## src/rtl/led_pattern_gen.sv

```systemverilog
// LED pattern generator: COUNT / SCAN / FILL / ALT patterns stepped by a prescaler, PWM-dimmed.
// Latency: tick is registered one cycle after the qualifying prescaler cycle; led lags pattern/gate by one cycle.
// Backpressure: none; en=0 freezes prescaler and pattern state while PWM keeps running.
//
// Ports:
//   clk    - sole clock, rising edge
//   rst    - asynchronous active-high reset
//   en     - run enable for prescaler and pattern state
//   mode   - pattern select (0 COUNT, 1 SCAN, 2 FILL, 3 ALT)
//   bright - PWM duty select (all-ones = always on, 0 = off)
//   led    - registered LED drive, pattern & gate
//   tick   - registered one-cycle pulse per pattern step
module led_pattern_gen #(
  parameter int WIDTH         = 8,
  parameter int PRESCALE_BITS = 23,
  parameter int PWM_BITS      = 4
) (
  input  logic                clk,
  input  logic                rst,
  input  logic                en,
  input  logic [1:0]          mode,
  input  logic [PWM_BITS-1:0] bright,
  output logic [WIDTH-1:0]    led,
  output logic                tick
);

  localparam int POS_BITS  = (WIDTH > 1) ? $clog2(WIDTH) : 1;
  localparam int FILL_BITS = $clog2(WIDTH + 1);
  localparam logic [POS_BITS-1:0]  POS_MAX  = POS_BITS'(WIDTH - 1);
  localparam logic [FILL_BITS-1:0] FILL_MAX = FILL_BITS'(WIDTH);

  typedef enum logic [1:0] {
    MODE_COUNT = 2'd0,
    MODE_SCAN  = 2'd1,
    MODE_FILL  = 2'd2,
    MODE_ALT   = 2'd3
  } mode_e;

  logic [PRESCALE_BITS-1:0] r_presc;
  logic [PWM_BITS-1:0]      r_pwm_cnt;
  mode_e                    r_mode;
  logic [WIDTH-1:0]         r_count;
  logic [POS_BITS-1:0]      r_pos;
  logic                     r_dir_up;
  logic [FILL_BITS-1:0]     r_fill;
  logic                     r_alt_ph;   // 0: ...0101, 1: ...1010
  logic [WIDTH-1:0]         r_led;
  logic                     r_tick;

  logic                     w_mode_chg;
  logic                     w_step;
  logic                     w_gate;
  logic [POS_BITS-1:0]      w_pos_nxt;
  logic [WIDTH-1:0]         w_scan_mask;
  logic [WIDTH-1:0]         w_fill_mask;
  logic [WIDTH-1:0]         w_alt_mask;
  logic [WIDTH-1:0]         w_pattern;

  // A mode change restarts everything and suppresses any step in that cycle.
  assign w_mode_chg = (mode != r_mode);
  assign w_step     = en & (&r_presc) & ~w_mode_chg;
  assign w_gate     = (&bright) | (r_pwm_cnt < bright);
  assign w_pos_nxt  = r_dir_up ? (r_pos + 1'b1) : (r_pos - 1'b1);

  always_comb begin
    w_scan_mask = '0;
    w_fill_mask = '0;
    w_alt_mask  = '0;
    for (int i = 0; i < WIDTH; i++) begin
      w_scan_mask[i] = (POS_BITS'(i) == r_pos);
      w_fill_mask[i] = (FILL_BITS'(i) < r_fill);
      w_alt_mask[i]  = ((i % 2) == 0) ? ~r_alt_ph : r_alt_ph;
    end
  end

  always_comb begin
    w_pattern = '0;
    case (r_mode)
      MODE_COUNT: w_pattern = r_count;
      MODE_SCAN:  w_pattern = w_scan_mask;
      MODE_FILL:  w_pattern = w_fill_mask;
      MODE_ALT:   w_pattern = w_alt_mask;
      default:    w_pattern = '0;
    endcase
  end

  always_ff @(posedge clk or posedge rst) begin
    if (rst) begin
      r_presc   <= '0;
      r_pwm_cnt <= '0;
      r_mode    <= MODE_COUNT;
      r_count   <= '0;
      r_pos     <= '0;
      r_dir_up  <= 1'b1;
      r_fill    <= '0;
      r_alt_ph  <= 1'b0;
      r_led     <= '0;
      r_tick    <= 1'b0;
    end else begin
      r_pwm_cnt <= r_pwm_cnt + 1'b1;
      r_led     <= w_pattern & {WIDTH{w_gate}};
      r_tick    <= w_step;

      if (w_mode_chg) begin
        r_mode   <= mode_e'(mode);
        r_presc  <= '0;
        r_count  <= '0;
        r_pos    <= '0;
        r_dir_up <= 1'b1;
        r_fill   <= '0;
        r_alt_ph <= 1'b0;
      end else begin
        if (en) begin
          r_presc <= r_presc + 1'b1;
        end
        // All pattern states advance together; inactive ones are cleared on the next mode change anyway.
        if (w_step) begin
          r_count  <= r_count + 1'b1;
          r_pos    <= w_pos_nxt;
          // Flip direction on the step that lands on an end so the ends are not repeated.
          if (r_dir_up && (w_pos_nxt == POS_MAX)) begin
            r_dir_up <= 1'b0;
          end else if (!r_dir_up && (w_pos_nxt == '0)) begin
            r_dir_up <= 1'b1;
          end
          r_fill   <= (r_fill == FILL_MAX) ? '0 : (r_fill + 1'b1);
          r_alt_ph <= ~r_alt_ph;
        end
      end
    end
  end

  assign led  = r_led;
  assign tick = r_tick;

endmodule

```

## config.mk

```make
export PLATFORM = sky130hd
export DESIGN_NAME = led_pattern_gen
export DESIGN_NICKNAME = d
export VERILOG_FILES = /design/src/rtl/led_pattern_gen.sv
export SDC_FILE = /design/constraint.sdc
export NUM_CORES = 1
export LEC_CHECK = 0
export CAP_MARGIN = 30
export CORE_ASPECT_RATIO = 1.4
export CORE_MARGIN = 3
export CORE_UTILIZATION = 61
export DETAILED_ROUTE_END_ITERATION = 7
export PLACE_DENSITY_LB_ADDON = 0.08
export SYNTH_ARGS = -nofsm -noshare
export SYNTH_HDL_FRONTEND = slang
export SYNTH_SLANG_ARGS = --single-unit
```

## constraint.sdc

```tcl
create_clock -name clk -period 2.94 [get_ports clk]
set_input_delay 0.588 -clock clk [delete_from_list [all_inputs] [get_ports clk]]
set_output_delay 0.588 -clock clk [all_outputs]
set_load 0.02 [all_outputs]
```

== After elaboration in Yosys (flattened, before gate mapping) ==
Index checks and enable logic that the tools add are counted.
Word-level totals
  output and inout bits: 9
  word-level logic and storage cells: 73
  flip-flop bits (word level): 55
  bits of input ports: 9
Cells by class
  order comparisons: 9
  equality and inequality tests: 13
  reduce and logical (&&, ||, !) cells: 12
  multiplexer cells: 17
  bitwise operators: 6
  $add $sub $neg: 6
Operators by type and width (number)
  $mux 23: 2
  $pmux 8 s4: 1
  $add 23x1->23 const B: 1
  $reduce_and 23->1: 1
  $lt 3x4->1 const A: 4
  $mux 8: 2
  $eq 3x3->1 const A: 4
  $mux 4: 3
  $mux 3: 3
  $add 4x1->4 const B: 2
  $add 8x1->8 const B: 1
  $and 8x8->8: 1
  $lt 1x4->1 const A: 2
  $lt 2x4->1 const A: 2
  $eq 2x3->1 const A: 2
  $logic_not 3->1: 2
  $mux 1: 6
  $eq 2x2->1 const B: 2
  $eq 4x4->1 const B: 1
  $lt 4x4->1: 1
  $reduce_and 4->1: 1
  $reduce_bool 2->1: 2
  $add 3x1->3 const B: 1
  $eq 1x3->1 const A: 1
  other kinds (12): 15

== Depth between registers and ports, before layout ==
Gate-level depths: netlist of run 1.
  depth after elaboration: 8
  gate-level depth with buffers: 6
  gate-level depth less buffers: 6

== Worst setup path before layout of run 1 ==
OpenSTA, ideal clock, no wires.
  path kind: in2reg
  start: in en
  end: reg r_presc[21]
  slack: 1.011 ns
  arrival: 1.851 ns
  path buffers: 1
  cell stages on the path: 5
  cells stage by stage: nand4_4 or4_1 buf_2 or4_1 a21oi_1
On the way
  cells in the longest elaborated chain, start to end: 1
RTL lines
  start, declared: RTL line 20  | input logic en,
  $reduce_bool 2->1 (no line)
  end signal, assigned: RTL line 114  | r_presc <= r_presc + 1'b1;
  end, declared: RTL line 39  | logic [PRESCALE_BITS-1:0] r_presc;
Every way passes these cells.
A chain may end at the register's enable or synchronous reset.

== Worst setup path in the final report of run 1 ==
  start: in en
  end: reg r_presc[20]
The elaborated chain is that of the path after synthesis.

==> run summary, run 1 <==
outcome - complete, no violations
core area - 4920 µm²
# hold bufs at CTS - 0
P_leak - 1.44 nW
worst-skew pair later-pin latency - 0.31 ns
most frequent cells in the layout - dfrtp_1 (54), a21oi_1 (31), nand2_1 (22)
clock sinks - 55
share of layout cells above drive strength 1 - 7.69%
largest net degree at the start of global routing - 56
Setup CP Type - in -> reg
ys flop type - dfrtp_1
n_diodes - 0
initial antenna violation count - 0
Pwr Density - 401 nW/µm²
routed len/inst - 15.2 µm
CP arrival - 2.61 ns
final WL - 6.32 mm
Routability Congestion - 0.858
most common cell after layout, fill and taps aside - dfrtp_1
I/O pin count - 18
drt drc - 0
vias in the first global route - 2502
Layout Nets - 375
Post-DP HPWL - 4.42 mm
Final Skew - 0.00785 ns
sequential element share of the synthesized area - 44.0%
actual slew at the worst max-slew pin - 0.676 ns
Core Util, Final - 71.4%
Worst slew margin - 54.3%
FF+latch count, synth - 55
first-pass GRT wire length - 11.0 mm
area occupied by multi-input gates - 1620 µm²
max cap viols - 0
Area Overhead vs Synth - 12.2%
Reg area - 1380 µm²
I/O Buffers - 17
Pins Over Slew Limit - 0
Via density - 6.10
worst hold slack - 0.468 ns
post-route ant nets - 0
Fmax achieved - 421 MHz
number of synthesized flops with an enable pin - 0
Final Setup Violations - 0
fillers - 384
row cnt - 30
area share of the largest cell type after synthesis - 43.2%
synthesized cell area - 3130 µm²
clock slew at reported path FFs - 0.10 ns
TNS Setup - 0 ns
maximum VDD drop - 0.363 mV
Startpoint Class - input pin
htree depth - 2
Synth Net Count - 359
crit-path max FO - 15
flop-to-flop setup slack - 0.69 ns
critical path capture point type - register
FFs w/ async S/R, synth - 100%
CTS max path bufs - 2
min Tclk post-route - 2.38 ns
worst hold path type - reg -> reg
Post-DP Area - 3400 µm²
YS warnings - 0
largest cells by area after synthesis - dfrtp_1 (43%), ha_1 (6.4%), a21oi_1 (5.0%), nand3_1 (2.9%), or3_1 (2.8%)
Die Ht - 90.7 µm
CTS tree - built
drt pass-1 iters - 4
Req. time, crit path - 3.18 ns
initial drt markers - 185
DR vias - 2532
design area - 3510 µm²
Initial Util - 63.6%
Syn Area/Cell - 9.37 µm²
final hold viol count - 0
CTS buffer count - 5
CTS Root Cell - clkbuf_8
cell count after synthesis - 334
die width - 66.5 µm
fin crit share - 80.8%
cell taking the most area after synthesis - dfrtp_1
Post-CTS Resized - 0
post-CTS setup buffers - 0
GRT Total Usage - 22.9%
synth unique cells - 48
die area - 6040 µm²
RSZ-0062 raised after global routing - no
Congestion Overflow GR - 0
critical path: stages:
cell and delay [ns]:
clkdlybuf4s50_1 0.57, nand4_2 0.21, or3_1 0.62, or4_1 0.47, a21oi_1 0.16
stage by stage:
step	total power (W)	instances	worst slack (ns)
floorplan	0.000865	334	1.01
global placement	0.000928	407	0.313
detailed placement	0.000930	407	0.229
CTS	0.00142	415	0.560
global route	0.00147	415	0.462
finish	0.00141	415	0.564
power by group:
part / switching [W] / leakage, nW / internal [W]
registers: 0.00000858 / 0.745 / 0.000766
clock network: 0.000240 / 0.0524 / 0.000255
logic: 0.0000810 / 0.646 / 0.0000572
total: 0.000329 / 1.44 / 0.00108
Yosys cell counts, types with 3 or more instances:
cell,instances
nor2b_1,4
nor2_1,20
nor3b_1,4
o211ai_1,3
o31ai_1,6
nand2b_1,3
or4_1,11
dfrtp_1,54
a211oi_1,3
inv_1,13
a31oi_1,3
and3_1,3
nor3_1,7
xor2_1,7
o21ai_1,9
nand3_1,18
ha_1,16
and4_1,3
nand4_1,7
clkbuf_1,18
mux2i_1,7
or3_1,14
a311oi_1,4
nand2_1,22
xnor2_1,7
o21ai_0,10
a21oi_1,31
flip-flops by register name, summed over array words and instances (netlist names):
signal	flops
r_count	8
r_presc	23
tick	1
led	8
r_pos	3
r_dir_up	1
r_mode	2
r_pwm_cnt	4
r_fill	4
r_alt_ph	1
layer usage:
metal | GRT usage, % | part of all wire (%)
met5 | 0 | 0
met4 | 9.15 | 2.3
met3 | 4.23 | 2.9
met2 | 39.4 | 52
met1 | 27.4 | 43
kinds of logic after synthesis:
kind of cell	share of synthesized area, %
adders and majority gates	6.40
xor gates and xnor gates	3.92
and+or+nand+nor	22.8
AOI/OAI and AO/OA	15.8
muxes	2.96
DFF	44.0
buffers and inverters	4.04
final cells by class:
class,count,share of cell area [%]
Sequential cell,55,39.3
Clock buffer,7,2.17
Multi-Input combinational cell,246,46.3
Timing Repair Buffer,29,7.77
Clock inverter,1,0.856
Tap cell,64,2.28
Inverter,13,1.39
final timing paths:
kind,from,endpoint,depth (start not counted)
hold reg to reg,r_pwm_cnt[0]$_DFF_PP0_,r_pwm_cnt[0]$_DFF_PP0_,1
min in group asynchronous,rst,r_pwm_cnt[2]$_DFF_PP0_,3
max in group asynchronous,rst,r_dir_up$_DFFE_PP1P_,3
setup reg to reg,r_presc[3]$_DFFE_PP0P_,r_presc[21]$_DFFE_PP0P_,4
hold / removal,r_pwm_cnt[0]$_DFF_PP0_,r_pwm_cnt[0]$_DFF_PP0_,1
setup / recovery,en,r_presc[20]$_DFFE_PP0P_,5
(Power assumes the default switching activity.)
==> inputs of run 2 (changes only) <==
--- a/config.mk
+++ b/config.mk
@@ -8,7 +8,7 @@
 export CAP_MARGIN = 30
 export CORE_ASPECT_RATIO = 1.4
 export CORE_MARGIN = 3
-export CORE_UTILIZATION = 61
+export CORE_UTILIZATION = 60
 export DETAILED_ROUTE_END_ITERATION = 7
 export PLACE_DENSITY_LB_ADDON = 0.08
 export SYNTH_ARGS = -nofsm -noshare
==> constraint.sdc (replaced) <==
create_clock -name clk -period 2.5 [get_ports clk]
set_input_delay 0.5 -clock clk [delete_from_list [all_inputs] [get_ports clk]]
set_output_delay 0.5 -clock clk [all_outputs]
set_load 0.02 [all_outputs]
==> run 2 against run 1 <==
Net effect:
- clock power shrank 2%
- combinational power grew 23%
- final cell count grew 1.9%
- hold slack gained 0.022 ns
- setup slack lost 0.24 ns
- critical path depth is the same
- critical path type unchanged
- largest cell class unchanged
- highest routed layer unchanged
==> run summary, run 2 (same netlist as run 1, synthesis figures left out) <==
cell with the largest stage delay on the worst path - clkdlybuf4s50_1
CTS tree - built
most common cell after layout, fill and taps aside - dfrtp_1
crit-path max FO - 9
# hold bufs at CTS - 0
CTS Root Cell - clkbuf_8
area occupied by multi-input gates - 1620 µm²
vias in the first global route - 2597
Worst path most repeated cell - or4_1
post-route ant nets - 0
I/O Buffers - 17
Fmax achieved - 460 MHz
Critical path buffers and inverters - 1
Top reg by flops - r_presc
most frequent cells in the layout - dfrtp_1 (54), a21oi_1 (31), nand2_1 (22)
DR vias - 2593
routed len/inst - 15.7 µm
first-pass GRT wire length - 11.5 mm
delay-heaviest family, CP - simple AND/OR/NAND/NOR gates
I/O pin count - 18
largest net degree at the start of global routing - 56
Initial Util - 63.1%
CP arrival - 2.42 ns
die width - 67.0 µm
final WL - 6.64 mm
critical path capture point type - register
Total Power - 0.00156 W
fillers - 398
Largest register FFs - 23
Pwr Density - 441 nW/µm²
initial drt markers - 119
Die Ht - 91.4 µm
RSZ-0062 raised after global routing - no
TNS Setup - 0 ns
slowest stage delay, CP - 0.57 ns
clock slew at reported path FFs - 0.09 ns
worst hold slack - 0.490 ns
final hold viol count - 0
drt drc - 0
Area Overhead vs Synth - 13.3%
Post-CTS Resized - 0
clock sinks - 55
share of layout cells above drive strength 1 - 9.75%
row cnt - 30
Reg area - 1380 µm²
Post-DP HPWL - 4.78 mm
worst hold path type - reg -> reg
htree depth - 2
Congestion Overflow GR - 0
Layout Nets - 383
actual slew at the worst max-slew pin - 0.364 ns
max cap viols - 0
min Tclk post-route - 2.18 ns
Req. time, crit path - 2.74 ns
fin crit share - 87.0%
die area - 6130 µm²
CTS buffer count - 5
Setup CP Type - in -> reg
Via density - 6.13
CTS max path bufs - 2
Worst slew margin - 75.7%
Final Skew - 0.00390 ns
worst-skew pair later-pin latency - 0.31 ns
Final Setup Violations - 0
Routability Congestion - 0.875
outcome - complete, no violations
n_diodes - 0
GRT Total Usage - 24.1%
Pins Over Slew Limit - 0
P_leak - 1.47 nW
initial antenna violation count - 0
core area - 4950 µm²
maximum VDD drop - 0.267 mV
worst-path cell chain - clkdlybuf4s50_1 > nand4_4 > or4_1 > or4_1 > a21oi_1
Startpoint Class - input pin
drt pass-1 iters - 4
post-CTS setup buffers - 0
==> run 2: final cells by class <==
class                      instances  area share, %
sequential                        55           38.9
multi-input combinational        246           45.8
clock buffer                       7           2.15
inverter                          13           1.38
tap                               64           2.26
timing repair buffer              37           9.39
clock inverter                     1          0.141
==> run 2: metal layers <==
| metal | vias up | routed length, µm | GRT usage, % |
|---|---|---|---|
| met2 | 59 | 3480 | 42.8 |
| met3 | 16 | 225 | 4.08 |
| met4 | 0 | 224 | 11.7 |
| met1 | 1247 | 2710 | 26.6 |
| met5 | - | 0 | 0 |
| li1 | 1271 | - | - |
==> run 2: power breakdown <==
group	switching [W]	total [W]	internal, W
clock	0.000287	0.000485	0.000198
sequential	0.00000611	0.000907	0.000901
combinational	0.000100	0.000170	0.0000697
total	0.000394	0.00156	0.00117
==> run 2: per-stage QoR <==
step	setup WS, ns	area, µm²	instances	util [%]
floorplan	0.633	3130	334	-
global placement	0.0258	3460	415	69.9
detailed placement	0.0170	3460	415	69.9
CTS	0.333	3540	423	71.5
global route	0.235	3540	423	71.5
finish	0.324	3540	423	71.5
==> run 2: final timing paths <==
path	start	to	slack, ns	cells past startpoint
worst min register to register	r_pwm_cnt[0]$_DFF_PP0_	r_pwm_cnt[0]$_DFF_PP0_	0.49	1
worst max-delay path	en	r_presc[21]$_DFFE_PP0P_	0.32	5
worst max register to register	r_presc[0]$_DFFE_PP0P_	r_count[7]$_DFFE_PP0P_	0.47	6
max in group asynchronous	rst	r_dir_up$_DFFE_PP1P_	1.68	3
min in group asynchronous	rst	r_pwm_cnt[3]$_DFF_PP0_	0.54	3
worst min-delay path	r_pwm_cnt[0]$_DFF_PP0_	r_pwm_cnt[0]$_DFF_PP0_	0.49	1
==> patch 1, RTL diff (settings of run 2) <==
The parameter `PWM_BITS` goes from 4 to 6.
--- a/src/rtl/led_pattern_gen.sv
+++ b/src/rtl/led_pattern_gen.sv
@@ -15,3 +15,3 @@
   parameter int PRESCALE_BITS = 23,
-  parameter int PWM_BITS      = 4
+  parameter int PWM_BITS      = 6
 ) (
Ports: changed (resized bright); port bits go from 18 to 20. The function was not compared with the original's and may differ.
==> patch 1 against run 2 <==
- cell area up 6.1%
- fmax grew 6.1%
- wire length is 3.1% higher
- power up 26%
- setup slack gained 0.13 ns
- area after synthesis is 4.3% higher
- largest cell class unchanged
- synthesized cell count up 4.5%
- sequential cell count up 2
==> patch 1: results (changes against run 2) <==
Clock edge transition at the registers on the reported setup and hold paths: 0.07 ns (-0.02 ns). The global-route met3 utilization was 6.37% (+2.3 points); the number of global-route vias before repair was 2,547 (-1.9%). The cell area power density came out at 521 nW/um^2 (+18%). The total met2 wirelength after detailed routing was 3.69 mm (+6.2%); the number of input and output port buffers inserted was 19 (+2).

The number of distinct library cells after synthesis came out at 46 (-4.2%). For the number of fill cells in the layout, the log shows 413 (+3.8%). The synthesized area divided by synthesized cell count is 9.35 um^2 (-0.20%). Worst-case reg-to-reg path depth: 5 (-1). Ranked by instance count, the synthesized netlist is headed by sky130_fd_sc_hd__dfrtp_1, sky130_fd_sc_hd__a21oi_1, sky130_fd_sc_hd__nor2_1, sky130_fd_sc_hd__nand3_1, sky130_fd_sc_hd__o21ai_0. The via count of the routed design was 2,660 (+2.6%); the proportion of synthesized chip area in sequential cells was 43.8% (-0.27 points).

The flow ran to the end, and the final reports show no timing, DRC or antenna violations. The final worst clock skew came out at 0.00861 ns (+0.00471 ns). The global-route met2 utilization is 42.3% (-0.51 points), and the number of placed instances with taps included is 424 (+2.2%). The synthesized netlist net count was 378 (+5.3%). Sorting the synthesized cells by area gives the leading types as sky130_fd_sc_hd__dfrtp_1, sky130_fd_sc_hd__ha_1, sky130_fd_sc_hd__a21oi_1.

The ratio of cells with drive above 1 in the final layout was 10.7% (+0.95 points); the first-iteration detailed-routing DRC count was 125 (+5.0%). The maximum number of pins on one net before global-route repair came out at 40 (-29%). The total CTS buffers came out at 9 (+4). The maximum net fanout on the critical path came out at 17 (+8). The run gives 440 (+4.0%) as the number of non-filler instances in the completed layout. The logs give 0.35 ns (+0.04 ns) for the clock latency reported for the late side of the worst-skew pair and 6.84 mm (+3.1%) for the routed wire length.

Worst max-slew margin expressed relative to the limit: 62.1% (-14 points). The run gives 26.9% (+0.23 points) as the met1 usage. The met3 layer wire length in the routed design came out at 248 um (+10%). The number of H-tree levels is 3 (+1), and the share of synthesized area spent on multiplexers is 1.53% (-1.4 points). For the register-to-register setup slack, the log shows 0.45 ns (-0.02 ns).

The post-detailed-placement half-perimeter wirelength was 4.85 mm (+1.5%). The global placer's final weighted congestion came out at 0.847 (-3.2%). The worst hold path belongs to the class input port to asynchronous set/reset pin. The share of the synthesized area in compound gates (AO/OA/AOI/OAI) is 15.9% (+0.080 points), and the detailed-routing wirelength on met1 is 2.77 mm (+2.0%). The pre-CTS setup slack was 0.0885 ns (+0.0715 ns). The global-route wire length before repair came out at 11.6 mm (+0.42%). The endpoint identified for the worst register-to-register timing path is r_fill[3]. The reported leakage power is 0.00154 uW (+4.6%).
[patch 1: cell count changes after synthesis, sizes merged, moves of 3 or more]
| cell | change |
|---|---|
| o211ai | -3 |
| o31ai | +3 |
| nor3 | -3 |
| nand2 | -6 |
| or4 | -3 |
| nor4 | +4 |
| inv | +5 |
| o311ai | +4 |
[patch 1: area by class of cell]
cell class	instances	share of cell area (%)
Sequential cell	57	37.9
Clock inverter	5	1.46
Tap cell	66	2.19
Clock buffer	11	3.76
Multi-Input combinational cell	251	44.5
Inverter	18	1.80
Timing Repair Buffer	32	8.31
[patch 1: worst max path at each step]
| stage | depth (start not counted) | to | startpoint | slack, ns |
|---|---|---|---|---|
| 6_report | 5 | r_fill[3] | r_presc[10] | 0.45 |
| 5_1_grt | 5 | r_fill[3] | r_presc[10] | 0.32 |
| 4_1_cts | 5 | r_fill[3] | r_presc[10] | 0.45 |
| 3_5_place_dp | 7 | r_presc[13] | en | 0.09 |
| 3_3_place_gp | 6 | r_presc[22] | en | 0.16 |
| 2_1_floorplan | 7 | r_fill[3] | r_presc[0] | 0.53 |
[patch 1: metrics by stage]
stage	area [um^2]	power [uW]
final	3760	1960
after global routing	3760	2040
after CTS	3760	1970
after detailed placement	3570	1110
after global placement	3570	1110
after floorplan	3260	1040
[patch 1: worst max-delay path: stages (launching register included)]
cell and delay [ns]:
sky130_fd_sc_hd__dfrtp_1 0.46, sky130_fd_sc_hd__nand4_2 0.18, sky130_fd_sc_hd__or4_1 0.55, sky130_fd_sc_hd__buf_4 0.21, sky130_fd_sc_hd__o311ai_0 0.30, sky130_fd_sc_hd__o311ai_0 0.19
[patch 1: where the power goes]
group	switching (uW)	total [uW]	internal (uW)
logic	94.6	156	61.6
clock network	385	868	483
registers	4.46	937	933
total	484	1960	1480
==> patch 2, RTL diff (settings of run 2) <==
Made on the original files. Register the output `led` once more, with the module's reset; this adds one clock of latency there. The other outputs are not delayed to match. Comments in the files are not updated.
--- a/src/rtl/led_pattern_gen.sv
+++ b/src/rtl/led_pattern_gen.sv
@@ -132,3 +132,9 @@
 
-  assign led  = r_led;
+  always_ff @(posedge clk or posedge rst) begin
+    if (rst) begin
+      led <= '0;
+    end else begin
+      led <= r_led;
+    end
+  end
   assign tick = r_tick;
Formal check against the unedited RTL: not equivalent (a bounded check fails within 4 cycles, from zero or initial values and one cycle with rst high).
==> patch 2 against run 2 <==
- power rose by 31%
- wire length rose by 6.8%
- sequential cell count rose by 8
- area after synthesis rose by 6.3%
- combinational power fell by 8%
- sequential power rose by 16%
- cell area rose by 7.0%
- setup slack improved by 0.011 ns
- critical endpoint is now r_count[0]
- largest cell class is now flip-flops and latches
==> patch 2: results (changes against run 2) <==
The number of distinct library cells after synthesis is 45 (-6.3%). The tools report the post-layout total power as 2040 uW (+31%). Maximum number of pins on one net before global-route repair: 40 (-29%). Launch instance of the worst min-delay path: r_led[7]. The reported leakage power was 0.00159 uW (+8.6%).

First-iteration detailed-routing DRC count: 126 (+5.9%). The number of nets in the finished design was 392 (+2.3%); the number of global-route vias before repair was 2,631 (+1.3%). Worst-case vdd ir drop: 0.000412 V (+54%).

Critical path's largest stage delay: 0.50 ns (-0.07 ns). The run finished with clean final reports. The worst register-to-register path ends at r_presc[21]. The run gives 367 (+2.2%) as the synthesized netlist net count. The run gives 3600 um^2 (+3.8%) as the placed instance area. The final worst clock skew came out at 0.00700 ns (+0.00309 ns). The logs give 24.8% (+0.69 points) for the total routing usage reported by global routing and 0.842 (-3.7%) for the global placer's final weighted congestion. For the final antenna diode count, the log shows 0 (unchanged). The hold-critical path depth was 0 (-1); the worst slack on hold paths was 0.347 ns (-0.144 ns). The run gives 47.5% (+3.4 points) as the proportion of synthesized chip area in sequential cells.

The tools report the total CTS buffers as 9 (+4). The per-cell routed wire length came out at 16.2 um (+3.1%). Launching point of the worst reg2reg path: r_presc[3]. In the post-synthesis netlist, the biggest area contributors are sky130_fd_sc_hd__dfrtp_1, sky130_fd_sc_hd__ha_1, sky130_fd_sc_hd__a21oi_1. Worst max-slew margin expressed relative to the limit: 60.2% (-16 points). The number of vias per cell is 6.11 (-0.30%), and the number of H-tree levels is 3 (+1).
[patch 2: final cells by class]
cell class / count / area (um^2)
tap: 66 / 82.6
clock buffer: 14 / 183
multi-input combinational: 240 / 1570
fill: 417 / 1480
clock inverter: 2 / 12.5
inverter: 19 / 71.3
timing repair buffer: 34 / 298
sequential: 63 / 1580
[patch 2: report_power, final]
part	switching (uW)	internal, uW	leakage (uW)
clock network	372	467	0.0000987
logic	96.5	60.2	0.000644
registers	8.29	1040	0.000852
total	477	1570	0.00159
[patch 2: cell families (layout without fill, tap and decap cells)]
family | count (synthesis) | after routing | share of synthesized area (%)
compound gates | 81 | 81 | 14.6
xor+xnor | 16 | 16 | 4.22
fa+ha+maj | 16 | 16 | 6.02
buf+inv | 39 | 69 | 5.42
flops | 63 | 63 | 47.5
mux | 6 | 6 | 2.18
simple gates | 121 | 121 | 20.1
[patch 2: critical path, delay by kind of cell]
kind / cells / cell delay, ns
AOI/OAI and AO/OA: 1 / 0.16
buffers and inverters: 3 / 0.88
and+or+nand+nor: 3 / 0.89
[patch 2: per-stage QoR]
step           instances  utilization, %
4_1_cts              438            71.9
2_1_floorplan        342               -
5_1_grt              438            71.9
3_3_place_gp         422            68.2
6_report             438            71.9
3_5_place_dp         422            68.2
[patch 2: worst max-delay path by stage]
| stage | from | endpoint | slack [ns] | depth (start not counted) |
|---|---|---|---|---|
| global route | en | r_count[6] | 0.22 | 7 |
| global placement | en | r_count[7] | 0.04 | 6 |
| finish | en | r_count[0] | 0.33 | 7 |
| detailed placement | en | r_count[0] | -0.002 | 7 |
| floorplan | rst | led[0] | 0.43 | 1 |
| CTS | en | r_count[0] | 0.35 | 7 |
[patch 2: routing by layer]
metal  part of all wire (%)  track usage (%)
met3                    2.7             5.39
met5                      0                0
met1                     40             28.4
met2                     54             43.6
met4                    2.5             9.27
